`src/rtl/hh_membrane_update.sv`:
```
// rtl/hh_membrane_update.sv - Hodgkin-Huxley membrane integrator on one shared multiplier
// Define HH_SPIKE_COUNT_EN to add the saturating 8-bit spike_count output.
module hh_membrane_update #(
  parameter int G_NA     = 120,
  parameter int G_K      = 36,
  parameter int G_L_X10  = 3,
  parameter int E_NA     = 50,
  parameter int E_K      = -77,
  parameter int E_L      = -54,
  parameter int V_REST   = -65,
  parameter int DT_SHIFT = 6,
  parameter int SPIKE_MV = 0
) (
  input  logic               clk,
  input  logic               rst_n,
  input  logic               in_valid,
  output logic               in_ready,
  input  logic [15:0]        m_in,
  input  logic [15:0]        h_in,
  input  logic [15:0]        n_in,
  input  logic signed [15:0] i_ext,
  output logic               out_valid,
  output logic signed [15:0] v_q,
  output logic signed [15:0] v_mv,
  output logic               spike
`ifdef HH_SPIKE_COUNT_EN
  , output logic [7:0]       spike_count
`endif
);

  typedef enum logic [3:0] {
    S_IDLE, S_M2, S_M3, S_MH, S_N2, S_N4, S_INA, S_IK, S_IL, S_SUM
  } state_t;

  localparam logic signed [24:0] ENA_Q   = 25'(E_NA * 64);
  localparam logic signed [24:0] EK_Q    = 25'(E_K * 64);
  localparam logic signed [24:0] EL_Q    = 25'(E_L * 64);
  localparam logic signed [24:0] GL_C    = 25'(G_L_X10 * 100);
  localparam logic [17:0]        GNA_C   = 18'(G_NA);
  localparam logic [17:0]        GK_C    = 18'(G_K);
  localparam logic signed [15:0] V_RST_Q = 16'(V_REST * 64);
  localparam logic signed [15:0] SPK_MV  = 16'(SPIKE_MV);

  state_t state, state_nxt;
  logic accept;

  logic [10:0]        m_r, h_r, n_r, ga, gb;
  logic signed [15:0] iext_r;
  logic signed [31:0] i_na, i_k, i_l;

  logic signed [24:0] mul_a, mul_b;
  logic signed [47:0] prod, sc_res;
  logic [10:0]        gate_res;

  logic signed [33:0] i_net, dv;
  logic signed [34:0] v_sum;
  logic signed [15:0] v_new;
  logic               spike_now;

  function automatic logic [10:0] clamp_in(input logic [15:0] x);
    return (x > 16'd1000) ? 11'd1000 : x[10:0];
  endfunction

  // Rounded divide-by-1000: 1049/2^20 ~= 1/1000, floor after +0.5.
  function automatic logic signed [47:0] sc(input logic signed [47:0] x);
    logic signed [47:0] t;
    t = x * 48'sd1049 + 48'sd524288;
    return t >>> 20;
  endfunction

  function automatic logic [10:0] clamp_gate(input logic signed [47:0] x);
    if (x < 48'sd0)         return 11'd0;
    else if (x > 48'sd1000) return 11'd1000;
    else                    return x[10:0];
  endfunction

  always_ff @(posedge clk or negedge rst_n) begin
    if (!rst_n) state <= S_IDLE;
    else        state <= state_nxt;
  end

  // Ready during SUM as well so a new sample can start back-to-back.
  always_comb begin
    state_nxt = state;
    in_ready  = 1'b0;
    case (state)
      S_IDLE: begin
        in_ready = 1'b1;
        if (in_valid) state_nxt = S_M2;
      end
      S_M2:  state_nxt = S_M3;
      S_M3:  state_nxt = S_MH;
      S_MH:  state_nxt = S_N2;
      S_N2:  state_nxt = S_N4;
      S_N4:  state_nxt = S_INA;
      S_INA: state_nxt = S_IK;
      S_IK:  state_nxt = S_IL;
      S_IL:  state_nxt = S_SUM;
      S_SUM: begin
        in_ready  = 1'b1;
        state_nxt = in_valid ? S_M2 : S_IDLE;
      end
      default: state_nxt = S_IDLE;
    endcase
  end

  assign accept = in_valid && in_ready;

  always_comb begin
    mul_a = '0;
    mul_b = '0;
    case (state)
      S_M2: begin mul_a = $signed({14'd0, m_r}); mul_b = $signed({14'd0, m_r}); end
      S_M3: begin mul_a = $signed({14'd0, ga});  mul_b = $signed({14'd0, m_r}); end
      S_MH: begin mul_a = $signed({14'd0, ga});  mul_b = $signed({14'd0, h_r}); end
      S_N2: begin mul_a = $signed({14'd0, n_r}); mul_b = $signed({14'd0, n_r}); end
      S_N4: begin mul_a = $signed({14'd0, gb});  mul_b = $signed({14'd0, gb});  end
      S_INA: begin
        mul_a = $signed({7'd0, 18'(ga) * GNA_C});
        mul_b = 25'(v_q) - ENA_Q;
      end
      S_IK: begin
        mul_a = $signed({7'd0, 18'(gb) * GK_C});
        mul_b = 25'(v_q) - EK_Q;
      end
      S_IL: begin
        mul_a = GL_C;
        mul_b = 25'(v_q) - EL_Q;
      end
      default: ;
    endcase
  end

  assign prod     = 48'(mul_a) * 48'(mul_b);
  assign sc_res   = sc(prod);
  assign gate_res = clamp_gate(sc_res);

  always_comb begin
    i_net = 34'(iext_r) - 34'(i_na) - 34'(i_k) - 34'(i_l);
    dv    = i_net >>> DT_SHIFT;
    v_sum = 35'(v_q) + 35'(dv);
    if (v_sum > 35'sd32767)       v_new = 16'sh7FFF;
    else if (v_sum < -35'sd32768) v_new = -16'sh8000;
    else                          v_new = v_sum[15:0];
    spike_now = (v_mv < SPK_MV) && ((v_new >>> 6) >= SPK_MV);
  end

  assign v_mv = v_q >>> 6;

  always_ff @(posedge clk or negedge rst_n) begin
    if (!rst_n) begin
      v_q       <= V_RST_Q;
      out_valid <= 1'b0;
      spike     <= 1'b0;
      m_r       <= '0;
      h_r       <= '0;
      n_r       <= '0;
      iext_r    <= '0;
      ga        <= '0;
      gb        <= '0;
      i_na      <= '0;
      i_k       <= '0;
      i_l       <= '0;
`ifdef HH_SPIKE_COUNT_EN
      spike_count <= 8'd0;
`endif
    end else begin
      out_valid <= 1'b0;
      spike     <= 1'b0;
      if (accept) begin
        m_r    <= clamp_in(m_in);
        h_r    <= clamp_in(h_in);
        n_r    <= clamp_in(n_in);
        iext_r <= i_ext;
      end
      case (state)
        S_M2, S_M3, S_MH: ga <= gate_res;
        S_N2, S_N4:       gb <= gate_res;
        S_INA:            i_na <= sc_res[31:0];
        S_IK:             i_k  <= sc_res[31:0];
        S_IL:             i_l  <= sc_res[31:0];
        S_SUM: begin
          v_q       <= v_new;
          out_valid <= 1'b1;
          spike     <= spike_now;
`ifdef HH_SPIKE_COUNT_EN
          if (spike_now && spike_count != 8'd255) spike_count <= spike_count + 8'd1;
`endif
        end
        default: ;
      endcase
    end
  end

endmodule

```
`config.mk`:
```
export PLATFORM = sky130hd
export DESIGN_NAME = hh_membrane_update
export DESIGN_NICKNAME = d
export VERILOG_FILES = /design/src/rtl/hh_membrane_update.sv
export SDC_FILE = /design/constraint.sdc
export NUM_CORES = 2
export LEC_CHECK = 0
export ABC_AREA = 1
export CAP_MARGIN = 20
export CORE_AREA = 2 2 250 252
export DETAILED_ROUTE_END_ITERATION = 10
export DIE_AREA = 0 0 252 254
export GPL_ROUTABILITY_DRIVEN = 0
export GPL_TIMING_DRIVEN = 0
export PLACE_DENSITY = 0.78
export SYNTH_ARGS = -nofsm -noshare
export SYNTH_HDL_FRONTEND = slang
export SYNTH_SLANG_ARGS = --single-unit
```
`constraint.sdc`:
```
create_clock -name clk -period 35.6 [get_ports clk]
set_clock_uncertainty 0.05 [all_clocks]
set_input_delay 3.56 -clock clk [delete_from_list [all_inputs] [get_ports clk]]
set_output_delay 3.56 -clock clk [all_outputs]
set_load 0.01 [all_outputs]
```
---- Word level (Yosys, flattened, before mapping) ----
Cells that the tools add are included.
W data, S select, Z words.
operators by class
  add/subtract/negate cells ............... 8
  multipliers ............................. 4
  $lt $le $gt $ge ......................... 9
  equality and inequality tests ........... 10
  multiplexer cells ....................... 15
  reduce and logical (&&, ||, !) cells .... 8
operators with widths
  cell                      count
  $pmux W25 S7              1
  $pmux W18 S7              1
  $mux W11                  5
  $add A48 B21 Y48 const B  1
  $gt A16 B10 Y1 const B    3
  $mul A48 B12 Y48 const B  1
  $mul A19 B25 Y44          1
  $pmux W4 S10              1
  $sub A16 B13 Y17 const B  2
  $mux W16                  2
  $sub A30 B28 Y31          1
  $mul A11 B4 Y15 const B   2
  $sub A29 B28 Y30          1
  $sub A16 B28 Y29          1
  $gt A28 B11 Y1 const B    1
  $lt A28 B1 Y1 const B     1
  $add A16 B25 Y26          1
  $gt A26 B16 Y1 const B    1
  $lt A26 B16 Y1 const B    1
  $sub A16 B14 Y17 const B  1
  $eq A4 B3 Y1 const B      4
  $ge A10 B1 Y1 const B     1
  $lt A10 B1 Y1 const B     1
  $eq A4 B2 Y1 const B      2
  9 further kinds           17
storage, ports and cells
  register bits after elaboration ......... 177
  input bits .............................. 67
  output and inout bits ................... 35
  logic and storage cells ................. 67

---- Longest topological paths before layout ----
  depth in word-level cells ............... 10
  mapped depth ............................ 73
  depth with buffers taken out ............ 71

---- Worst setup path before layout ----
OpenSTA, ideal clock, no wires.
  kind .................................... register -> register
  start point ............................. register ga[0]
  end point ............................... register ga[6]
  library setup time ...................... 0.117 ns
  arrival ................................. 12.194 ns
  data required time ...................... 35.433 ns
  setup slack ............................. 23.238 ns
  stages on the path, launching flop included .. 60
  path buffers ............................ 1
  clock period less this slack ............ 12.362 ns
  cells stage by stage .................... dfrtp_1 fa_1 fa_1 fa_1 nand3_1 and2_1 inv_1 a21oi_1 nor2_1 o21ai_0 nand2_1 a21oi_1 o21bai_1 or2_2 nand3_1 clkbuf_1 nor2_1 ha_1 [24 not listed] fa_1 inv_1 ha_1 a21o_1 a21oi_1 inv_1 a21oi_1 nand2_1 a21oi_1 nand2_1 xnor2_1 nand3_1 nor3_2 nand2_1 nor2_8 nand4_1 nand3_1 nand2_1
between the ends
  cells in the longest elaborated chain, start to end .. 8
  elaborated cells on any way between the ends .. 9
  those cells by class .................... add/sub: 1; mul: 3; order compare: 2; mux: 3
ends and longest elaborated chain
  item                    line  RTL
  start, declared         47    logic [10:0] m_r, h_r, n_r, ga, gb;
  start signal, assigned  177   S_M2, S_M3, S_MH: ga <= gate_res;
  $mul A11 B4 Y15         119   mul_a = $signed({7'd0, 18'(ga) * GNA_C});
  $pmux W18 S7 *          112   case (state)
  $mul A19 B25 Y44 *      134   assign prod = 48'(mul_a) * 48'(mul_b);
  $mul A48 B12 Y48 *      67    t = x * 48'sd1049 + 48'sd524288;
  $add A48 B21 Y48 *      67
  $gt A28 B11 Y1          73    else if (x > 48'sd1000) return 11'd1000;
  $mux W11                73
  $mux W11 *              72    if (x < 48'sd0) return 11'd0;
Every way passes the cells marked *; elsewhere a longest branch is shown, timed or not.
A chain may end at the register's enable or synchronous reset.

---- Worst setup path after layout ----
  start point ............................. register state[0]
  end point ............................... register gb[1]
between the ends
  cells in the longest elaborated chain, start to end .. 9
  elaborated cells on any way between the ends .. 20
  those cells by class .................... add/sub: 1; mul: 2; order compare: 2; eq/ne: 8; mux: 4; reduce/logical: 3
ends and longest elaborated chain
  item                                          line  RTL
  start, declared                               44    state_t state, state_nxt;
  start signal, assigned                        79    else state <= state_nxt;
  $eq A4 B2 Y1 or $eq A4 B1 Y1 (tied branches)  112
  $reduce_or A2 Y1 (no source line)             n/a
  $pmux W18 S7 or $pmux W25 S7 (tied branches)  112
  $mul A19 B25 Y44                              134
  $mul A48 B12 Y48                              67
  $add A48 B21 Y48                              67
  $gt A28 B11 Y1                                73
  $mux W11                                      73
  $mux W11                                      72
  end signal, assigned                          178   S_N2, S_N4: gb <= gate_res;
  end, declared                                 47
Parallel ways exist; a longest one is shown, timed or not.

==> key figures <==
Run status
  – Outcome: complete, no violations

Finish
  – Share of layout cells above drive strength 1: 2.94%
  – Most frequent cells in the layout: inv_1 (1030), nand2_1 (855), fa_1 (480)
  – Filler instances: 5500
  – Layout area overhead: 8.22%
  – Most common cell after layout, fill and taps aside: inv_1
  – Nets: 5399
  – Post-route insts no fill: 5252

Critical path
  – Levels on crit path: 63
  – Slowest Stage Delay on Critical Path: 790 ps
  – CP Max Fanout: 14
  – WS Path Type: flop to flop
  – Critical path buffers and inverters: 13
  – Crit. End Element: flop
  – FF-to-FF Start: state[0]
  – Crit start category: flop
  – Reg2reg end: gb[1]
  – WP data arrival: 15980 ps
  – CP most frequent cell: nand2_1
  – Worst Setup EP: gb[1]
  – Slowest cell on crit path: fa_1
  – R2r setup slk: 19950 ps
  – Top delay family on crit path: adder cells
  – R2r worst-path depth: 63
  – CP startpoint: state[0]
  – Worst EP required: 35930 ps

Timing
  – Final Max Tran Viols: 0
  – # setup viols final: 0
  – Final period utilization: 44.0%
  – Final worst slack: 19950 ps
  – Rel. slew slack: 28.5%
  – Achievable clock frequency: 63.9 MHz
  – RSZ-0062 raised after global routing: false
  – Final min period: 15650 ps
  – Setup TNS: 0 ps
  – Worst Tran Pin Value: 1060 ps
  – Final hold viol count: 0

Clocking
  – Post_cts resized: 0
  – CTS sink cnt: 177
  – Setup repair bufs after CTS: 0
  – Clock Tree Buf Depth: 2
  – Inserted Clock Buffers: 17
  – Clk_lat worst skew: 460 ps
  – Clock edge transition at the registers on the reported setup and hold paths: 70 ps
  – Post-CTS Hold Buffers: 0
  – Max H-tree Level: 4
  – CTS root buffer: clkbuf_16
  – TritonCTS clock tree: yes

Synth
  – Register area share after synthesis: 13.3%
  – Cell variety after synth: 61
  – Avg Cell Area, Syn: 7.77 um^2
  – Synth warn: 0
  – Ys async rst share: 100%
  – Syn Inst Count: 4300
  – Synth Flop Type: dfrtp_1
  – Syn Std Cell Area: 0.0334 mm^2
  – Post-synthesis register bit count: 177
  – EDFF count, synth: 0

Global routing
  – Largest net degree at the start of global routing: 91
  – Initial antenna violation count: 2
  – Grt ovf: 0
  – Global-route wire length before repair: 142000 um
  – Vias in the first global route: 27674
  – Gr usage total: 28.2%

Detailed routing
  – DRC viols: 0
  – Iteration-0 DRC Markers: 1974
  – Mean routed wirelength per cell: 16.8 um
  – Via count: 28309
  – Final WL: 88000 um
  – Post-DR vias/cell: 5.39
  – DRT Pass-1 Iters: 5
  – Antenna viol nets, final: 0

Placed design
  – HPWL after detailed placement: 75700 um
  – Setup WS pre-CTS: 20170 ps
  – Placed Cells incl. Taps: 5217
  – IO buf count: 101

Die
  – Ports: 102
  – Rows: 91
  – Core Footprint: 0.0613 mm^2
  – Initial Utilization: 54.5%
  – Die X: 252 um
  – Die H: 254 um
  – Die footprint: 0.0640 mm^2

Hold path
  – Hold depth: 1
  – Hold Path Class: flop to flop

Flow run
  – Count of maximum capacitance violations: 0
-- cell type report --
class	count	area [um^2]	area share, %
sequential	177	4440	12.3
inverter	1045	3920	10.9
tap	790	988	2.74
multi-input combinational	3014	24700	68.4
clock inverter	13	124	0.343
timing repair buffer	109	1110	3.07
antenna	1	2.50	0.00693
buffer	84	387	1.07
clock buffer	19	433	1.20
-- synthesized netlist by cell type (9+ instances only) --
cell	instances	area share (%)
buf_4	17	0.38
a221oi_1	9	0.24
nor2_1	350	3.9
o22ai_1	10	0.19
nand3b_1	9	0.20
a21oi_1	196	2.9
nor3_1	35	0.52
nand3_1	129	1.9
nand4_1	16	0.30
nor2_2	9	0.17
dfrtp_1	168	13
xnor2_1	35	0.92
o21bai_1	16	0.36
clkbuf_1	58	0.65
dfstp_2	9	0.71
a31oi_1	11	0.21
nand2_1	855	9.6
xor2_1	61	1.6
nor4_1	16	0.30
inv_1	1030	12
a21o_1	20	0.45
fa_1	480	29
ha_1	404	15
nand2_2	17	0.32
o21ai_0	232	3.5
-- sequential cells by signal (all words and copies together), names as in the netlist --
register and cells:
m_r 11, spike 1, ga 11, n_r 11
h_r 11, i_k 28, gb 11, state 4
v_q 16, i_na 28, i_l 28, out_valid 1
iext_r 16
-- stage by stage --
stage,hold WS [ps],cell area (um^2),util [%]
after floorplan,382,33500,-
after global placement,394,35500,57.9
after detailed placement,404,35500,58.0
after CTS,416,36100,58.9
after global routing,422,36100,59.0
final,412,36100,59.0
-- how the worst min path moves through the flow --
stage	start	end	slack (ps)
after floorplan	state[3]	state[1]	380
after global placement	state[3]	state[1]	390
after detailed placement	state[3]	state[1]	400
after CTS	state[3]	state[1]	420
after global routing	state[3]	state[1]	420
final	state[3]	state[1]	410
-- cell families after synthesis --
kind of cell / Yosys count / share of synthesized area (%)
flip-flops: 177 / 13.3
buffers and inverters: 1129 / 12.9
XOR/XNOR: 99 / 2.66
adder cells (fa/ha/maj): 884 / 43.9
AND/OR/NAND/NOR: 1475 / 18.4
other: 2 / 0.0225
AO/OA/AOI/OAI: 534 / 8.81
-- routing by layer --
layer  track usage (%)  routed length, um
met5                 0                  0
met4              10.1               3270
met3              4.69               7360
met2              47.7              41800
met1              36.5              35500
Power is left out: the tool's default activity adds up to more than one toggle a clock period on the data nets, which glitch-free logic cannot reach.
